<file path="src/rtl/bcd_line_buf.sv">
// Print-line assembly behind the EBCDIC-to-BCD converter: aligns, buffers and scans out one line.
// Optional BCD_PARITY_EN macro: generates the odd-parity C bit on o_scan_parity.
module bcd_line_buf #(
  parameter int LINE_LEN = 132,
  parameter int CONV_LAT = 3
) (
  input  logic       i_clk,
  input  logic       i_reset,
  input  logic       i_strobe,
  input  logic [5:0] i_bcd,
  input  logic       i_space,
  input  logic       i_unassigned,
  input  logic       i_print,
  input  logic       i_clear,
  input  logic       i_scan_ready,
  output logic       o_scan_valid,
  output logic [7:0] o_scan_pos,
  output logic [5:0] o_scan_char,
  output logic       o_scan_parity,
  output logic       o_print_done,
  output logic [7:0] o_count,
  output logic       o_full,
  output logic       o_busy,
  output logic       o_data_check,
  output logic       o_overrun
);

  typedef enum logic {ST_LOAD, ST_SCAN} state_t;

  localparam logic [7:0] LEN8  = 8'(LINE_LEN);
  localparam logic [7:0] LAST8 = 8'(LINE_LEN - 1);

  state_t              r_state;
  state_t              w_next;
  logic [CONV_LAT-1:0] r_pipe;
  logic                r_pend;
  logic [7:0]          r_count;
  logic                r_dc;
  logic                r_ov;
  logic [5:0]          r_buf [LINE_LEN];
  logic                r_valid;
  logic [7:0]          r_pos;
  logic [5:0]          r_char;
  logic                r_done;

  logic                w_aligned;
  logic                w_pipe_empty;
  logic                w_load;
  logic                w_enter;
  logic                w_accept;
  logic                w_last;
  logic                w_busy;
  logic [7:0]          w_rd_pos;
  logic [5:0]          w_rd_char;
  logic [5:0]          w_wr_char;

  always_ff @(posedge i_clk) begin
    if (i_reset) r_state <= ST_LOAD;
    else         r_state <= w_next;
  end

  always_comb begin
    w_next = r_state;
    if (i_clear) begin
      w_next = ST_LOAD;
    end else begin
      case (r_state)
        ST_LOAD: if (r_pend && w_pipe_empty) w_next = ST_SCAN;
        ST_SCAN: if (w_last) w_next = ST_LOAD;
        default: w_next = ST_LOAD;
      endcase
    end
  end

  always_comb begin
    w_aligned    = r_pipe[CONV_LAT-1];
    w_pipe_empty = (r_pipe == '0);
    w_load       = w_aligned && (r_state == ST_LOAD) && (r_count != LEN8);
    w_enter      = (r_state == ST_SCAN) && !r_valid;
    w_accept     = r_valid && i_scan_ready;
    w_last       = w_accept && (r_pos == LAST8);
    w_busy       = (r_state != ST_LOAD) || r_pend || !w_pipe_empty;
    w_wr_char    = (i_space || i_unassigned) ? '0 : i_bcd;
    // The next scan character is fetched one position ahead so it is registered on acceptance.
    w_rd_pos     = w_enter ? '0 : r_pos + 8'd1;
    w_rd_char    = (w_rd_pos < r_count) ? r_buf[w_rd_pos] : '0;
  end

  always_ff @(posedge i_clk) begin
    if (i_reset) begin
      r_pipe  <= '0;
      r_pend  <= 1'b0;
      r_count <= '0;
      r_dc    <= 1'b0;
      r_ov    <= 1'b0;
      r_valid <= 1'b0;
      r_pos   <= '0;
      r_char  <= '0;
      r_done  <= 1'b0;
    end else begin
      r_done <= 1'b0;
      if (i_clear) begin
        r_pipe  <= '0;
        r_pend  <= 1'b0;
        r_count <= '0;
        r_dc    <= 1'b0;
        r_ov    <= 1'b0;
        r_valid <= 1'b0;
        r_pos   <= '0;
        r_char  <= '0;
      end else begin
        r_pipe <= (r_pipe << 1) | CONV_LAT'(i_strobe);
        if (w_load) begin
          r_count <= r_count + 8'd1;
          if (i_unassigned) r_dc <= 1'b1;
        end else if (w_aligned) begin
          r_ov <= 1'b1;
        end
        if (r_state == ST_LOAD) begin
          if (r_pend && w_pipe_empty) r_pend <= 1'b0;
          else if (i_print)           r_pend <= 1'b1;
        end
        if (w_enter) begin
          r_valid <= 1'b1;
          r_pos   <= '0;
          r_char  <= w_rd_char;
        end else if (w_last) begin
          r_valid <= 1'b0;
          r_pos   <= '0;
          r_char  <= '0;
          r_done  <= 1'b1;
          r_count <= '0;
        end else if (w_accept) begin
          r_pos  <= w_rd_pos;
          r_char <= w_rd_char;
        end
      end
    end
  end

  // Line storage is never erased; r_count alone decides which positions are visible.
  always_ff @(posedge i_clk) begin
    if (w_load && !i_reset && !i_clear) r_buf[r_count] <= w_wr_char;
  end

`ifdef BCD_PARITY_EN
  logic r_par;
  always_ff @(posedge i_clk) begin
    if (i_reset || i_clear)          r_par <= 1'b0;
    else if (w_enter)                r_par <= ~^w_rd_char;
    else if (w_last)                 r_par <= 1'b0;
    else if (w_accept)               r_par <= ~^w_rd_char;
  end
  assign o_scan_parity = r_par;
`else
  assign o_scan_parity = 1'b0;
`endif

  assign o_scan_valid = r_valid;
  assign o_scan_pos   = r_pos;
  assign o_scan_char  = r_char;
  assign o_print_done = r_done;
  assign o_count      = r_count;
  assign o_full       = (r_count == LEN8);
  assign o_busy       = w_busy;
  assign o_data_check = r_dc;
  assign o_overrun    = r_ov;

endmodule

</file>
<file path="config.mk">
export PLATFORM = sky130hd
export DESIGN_NAME = bcd_line_buf
export DESIGN_NICKNAME = d
export VERILOG_FILES = /design/src/rtl/bcd_line_buf.sv
export SDC_FILE = /design/constraint.sdc
export NUM_CORES = 1
export LEC_CHECK = 0
export CAP_MARGIN = 0
export CORE_ASPECT_RATIO = 0.75
export CORE_MARGIN = 4
export CORE_UTILIZATION = 40
export CTS_CLUSTER_SIZE = 24
export DETAILED_ROUTE_END_ITERATION = 10
export PLACE_DENSITY_LB_ADDON = 0.05
export SYNTH_ARGS = -nofsm -noshare
export SYNTH_HDL_FRONTEND = slang
export SYNTH_SLANG_ARGS = --single-unit
</file>
<file path="constraint.sdc">
create_clock -name i_clk -period 4.2 [get_ports i_clk]
set_clock_uncertainty 0.1 [all_clocks]
set_input_delay 0.84 -clock i_clk [delete_from_list [all_inputs] [get_ports i_clk]]
set_output_delay 0.84 -clock i_clk [all_outputs]
set_load 0.02 [all_outputs]
</file>
### After elaboration in Yosys (flattened, before gate mapping)

Memory sizes are Yosys's and may differ from the RTL's.
Cells that the tools add are included.

| word-level totals | value |
|---|---|
| register bits | 31 |
| memories | 1 |
| logic and storage cells | 64 |
| memory bits (writable) | 792 |

| operators by class | value |
|---|---|
| add/subtract/negate cells | 2 |
| bitwise gates (word level) | 3 |
| mux-type cells | 19 |
| reductions and logical operators | 25 |
| magnitude comparators | 1 |
| eq/ne operators | 3 |

Memories:

| name | words | bits a word | rd ports | clocked after memory_dff | write ports | RTL line | source |
|---|---|---|---|---|---|---|---|
| r_buf | 132 | 6 | 1 | 0 | 1 | 40 | `logic [5:0] r_buf [LINE_LEN];` |

Operators by type and width:

| operator | number |
|---|---|
| 2-to-1 mux 8 bit | 4 |
| 2-to-1 mux 6 bit | 5 |
| adder 8 x 1 -> 8 bit (second input constant) | 2 |
| equality test 8 bit (second input constant) | 2 |
| 2-to-1 mux 1 bit | 9 |
| logical AND 1 bit | 8 |
| < comparator 8 bit | 1 |
| != test 8 bit (second input constant) | 1 |
| AND reduction 2 bit | 3 |
| zero test 1 bit | 4 |
| nonzero test 2 bit | 2 |
| OR reduction 4 bit | 1 |
| zero test 3 bit | 1 |
| logical OR 1 bit | 3 |
| OR 3 x 1 -> 3 bit | 1 |
| nonzero test 3 bit | 1 |
| OR reduction 3 bit | 1 |
| inverter 1 bit | 2 |
| one-hot mux 1 bit (2 select lines) | 1 |
| OR reduction 2 bit | 1 |

### Longest topological paths before layout

| logic depth | value |
|---|---|
| depth after elaboration | 8 |
| mapped depth | 17 |

### Least setup slack after synthesis

No wires, ideal clock.

| path | value |
|---|---|
| kind | register -> register |
| from | register r_pos[1] (netlist: o_scan_pos[1]) |
| to | register r_char[3] (netlist: o_scan_char[3]) |
| data required time | 4,041 ps |
| clock period less this slack | 3,715 ps |
| stages on the path, launching flop included | 16 |
| slack | 485 ps |
| path buffers | 2 |
| arrival | 3,555 ps |
| path through | dfxtp_1 ha_1 nand3_1 xnor2_1 nand2_1 inv_2 buf_4 buf_2 ha_1 nor2b_1 a2111oi_4 o211ai_2 nor3_1 o2111ai_1 a221oi_1 a221o_1 |

| between the ends | value |
|---|---|
| cells in the longest elaborated chain, start to end | 7 |
| elaborated cells between the ends (all ways) | 11 |

RTL lines:

| what | RTL line | source |
|---|---|---|
| start: declaration | 42 | `logic [7:0] r_pos;` |
| start signal: assignment | 134 | `r_pos <= w_rd_pos;` |
| adder 8 x 1 -> 8 bit (*) | 85 | `w_rd_pos = w_enter ? '0 : r_pos + 8'd1;` |
| 2-to-1 mux 8 bit (*) | 85 |  |
| net w_rd_pos[4] | 53 | `logic [7:0] w_rd_pos;` |
| memory read (132 x 6 bit) / < comparator 8 bit (equally long branches) | -- |  |
| 2-to-1 mux 6 bit (*) | 86 | `w_rd_char = (w_rd_pos < r_count) ? r_buf[w_rd_pos] : '0;` |
| 2-to-1 mux 6 bit | 133 | `end else if (w_accept) begin` |
| 2-to-1 mux 6 bit | 127 | `end else if (w_last) begin` |
| 2-to-1 mux 6 bit (*) | 123 | `if (w_enter) begin` |
| end signal: assignment | 126 | `r_char <= w_rd_char;` |
| end signal: assignment | 135 | `r_char <= w_rd_char;` |
| end: declaration | 43 | `logic [5:0] r_char;` |

The timed path passes the listed nets; every way through them passes the cells marked *. The select of a mux whose other input is x is not followed.
A chain may end at the register's enable or synchronous reset.

### Final worst setup path

| path | value |
|---|---|
| from | register r_pos[2] (netlist: o_scan_pos[2]) |
| to | register r_char[3] (netlist: o_scan_char[3]) |

| between the ends | value |
|---|---|
| cells in the longest elaborated chain, start to end | 7 |
| elaborated cells between the ends (all ways) | 11 |

RTL lines:

| what | RTL line |
|---|---|
| adder 8 x 1 -> 8 bit | 85 |
| 2-to-1 mux 8 bit | 85 |
| memory read (132 x 6 bit) / < comparator 8 bit (equally long branches) | -- |
| 2-to-1 mux 6 bit | 86 |
| 2-to-1 mux 6 bit | 133 |
| 2-to-1 mux 6 bit | 127 |
| 2-to-1 mux 6 bit | 123 |

Several ways; a longest one is shown, not always the timed one. The select of a mux whose other input is x is not followed.

==> flow_summary.toml <==
[outcome]
outcome = "finished, final reports clean"

[timing]
finalCritPeriodShare = 0.903
slew_violations = 0
slew_headroom = 0.231
fin_tns_setup_ns = 0
tightest_slew_ns = 1.15
setup_viol = 0
rsz0062_at_grt = "false"
finalHoldViolations = 0
fmax_mhz = 264
post-route-min-period_ns = 3.79

[place]
place_hpwl_um = 74700
place_congestion = 0.915
port_buffers = 41
dp_cells = 3520
placed_cell_area_mm2 = 0.0368

[floorplan]
fp.dieW_um = 345
initial_utilization = 0.405
die_area_mm2 = 0.0901
die_h_um = 261
core_mm2 = 0.0843
io_pins = 43
rows = 92

[synthesis]
synth_top_family_by_area = "simple AND/OR/NAND/NOR gates"
synth_flop_cell = "edfxtp_1"
syn_area_per_cell_um2 = 14.6
synth_fp_nets = 2371
ys_warn_count = 0
muxShareOfSynthArea = 0.0679
syn-cell-area_mm2 = 0.0341
synthSimpleGateAreaFrac = 0.0927
ys_seq_area_frac = 0.715
async_flop_share = 0
synth-adder-area-share = 0.00440
synth-compound-area-share = 0.0902
synth_seq_cells = 823
synth-xor-area-share = 0.00363
synth_edf_count = 792
ys_types = 82
synthCells = 2345

[finish]
layout_common_cells = "edfxtp_1, nor2_1, nand2_1, buf_4, mux2i_1"
nets = 2507
syn_to_final_growth_pct = 15.5
drive_gt1_frac = 0.154
diodes = 0
stdcell_count = 3674
final_common_cell = "edfxtp_1"
fin_area_mm2 = 0.0394
fillCellCount = 7452

[clock_tree]
clkTransAtPathRegs_ns = 0.07
clk_latency_ns = 0.66
clockBufferDepth = 3
cts_tree = "yes"
cts.hold.buffers_added = 0
cts.sinks = 823
cts_setup_buffers = 0
htreeDepth = 3
numCtsBuffers = 87
cts_resized = 0
cts_root_buffer = "clkbuf_16"

[job]
maxCapViolations = 0

[routing]
routed-wl-met3_um = 11600
dr.pass1.iters = 6
top_layer = "met5"
via_per_inst = 5.95
wl_met1_um = 53400
drt_iter0_markers = 2852
wl_met2_um = 48200
num_vias = 21900
wl_per_cell_um = 31.5
drc_errors = 0
wirelength_um = 116000
drtAntennaViolNets = 0

[setup_path]
crit_slowest_cell = "nor2_1"
path_delay_family = "simple AND/OR/NAND/NOR gates"
worst_setup_path_end_kind = "flop"
critPathKind = "reg -> reg"
worstPathArrival_ns = 4.30
critPathMaxFanout = 49
cp.required_ns = 4.71
path_buf_inv = 1
setup.worst_path.start_class = "flop"
crit_path_cell_trace = "a31oi_1, or3_2, buf_12, nor2_1, o211ai_1, nand4_1, o2111ai_1, a221oi_1, a221o_1"
max_stage_delay_ns = 0.69

[power]
power_density_mw_per_mm2 = 419
p_leak_nw = 12.6
irDropWorstVdd_v = 0.000299

[global_route]
grt_remaining_overflow = 0
grt_pass1_wl_um = 164000
grt_max_degree = 84
grt_usage = 0.254
first_global_vias = 21200
antenna_found_initial = 8

[hold_path]
hp-class = "reg -> reg"
state kept, by name, summed over array words and instances (netlist names):
| signal | cells |
|---|---|
| r_pend | 1 |
| r_buf | 792 |
| o_scan_char | 6 |
| r_state | 1 |
| o_count | 8 |
| o_scan_pos | 8 |
| o_print_done | 1 |
| r_pipe | 3 |
| o_data_check | 1 |
| o_scan_valid | 1 |
| o_overrun | 1 |
where the power goes:
| group | leakage, nW | switching [W] | internal (W) |
|---|---|---|---|
| registers | 7.53 | 0.00000179 | 0.00895 |
| logic | 3.79 | 0.000197 | 0.0000722 |
| clock network | 1.30 | 0.00323 | 0.00407 |
| total | 12.6 | 0.00342 | 0.0131 |
kinds of logic (layout without fill, tap and decap cells):
kind of cell | after synthesis | in the layout
AOI/OAI and AO/OA | 431 | 431
xor gates and xnor gates | 12 | 12
adders and majority gates | 12 | 12
buffers and inverters | 179 | 380
DFF | 823 | 823
muxes | 177 | 177
other | 1 | 1
and+or+nand+nor | 710 | 710
per-stage QoR:
step	hold WS, ns	utilization	total power (W)	setup WS [ns]
after global placement	0.355	0.436	0.00939	0.526
after global routing	0.387	0.468	0.0170	0.283
final	0.365	0.468	0.0165	0.408
after CTS	0.363	0.468	0.0167	0.438
after floorplan	0.331	-	0.00926	0.485
after detailed placement	0.351	0.436	0.00940	0.443
area by class of cell:
type	count	area [um2]	share of cell area
clock buffer	109	2260	0.0573
clock inverter	45	380	0.00965
inverter	20	96.3	0.00244
multi-input combinational	1343	8900	0.226
sequential	823	24400	0.619
tap	1128	1410	0.0358
timing repair buffer	206	1960	0.0498
worst reg2reg max path, stage by stage (launching register included):
cell and delay [ns]:
dfxtp_1 0.67, a31oi_1 0.17, or3_2 0.54, buf_12 0.27, nor2_1 0.72, o211ai_1 0.35
nand4_1 0.31, o2111ai_1 0.13, a221oi_1 0.30, a221o_1 0.19
cell usage after synthesis, types with 21 or more instances:
master     instances  area (um2)
edfxtp_1         792       23800
a21oi_1           76         380
o21ai_0           73         365
o221ai_1          39         342
and3_1            28         175
o211ai_1          29         218
nor3_1            26         130
nand2_1          220         826
nand3_1           85         425
buf_2             80         400
clkbuf_1          49         184
a211oi_1          36         270
or3_1             21         131
dfxtp_1           31         621
mux4_2            40         901
nor2_1           250         938
mux2i_1          103        1030
mux2_2            33         372
a2bb2oi_1         23         201
per-layer routing:
metal / GRT usage / vias up
li1: - / 9386
met1: 0.387 / 11300
met2: 0.362 / 1042
met3: 0.0704 / 149
met4: 0.0590 / 2
met5: 0 / -
path summary, 6_finish.rpt:
kind         cells past startpoint  slack [ns]             end     startpoint
min reg2reg                      1        0.37       r_pipe[2]      r_pipe[1]
min                              1        0.37       r_pipe[2]      r_pipe[1]
max                              9        0.41  o_scan_char[3]  o_scan_pos[2]
max reg2reg                      9        0.41  o_scan_char[3]  o_scan_pos[2]
(Power assumes the default switching activity.)
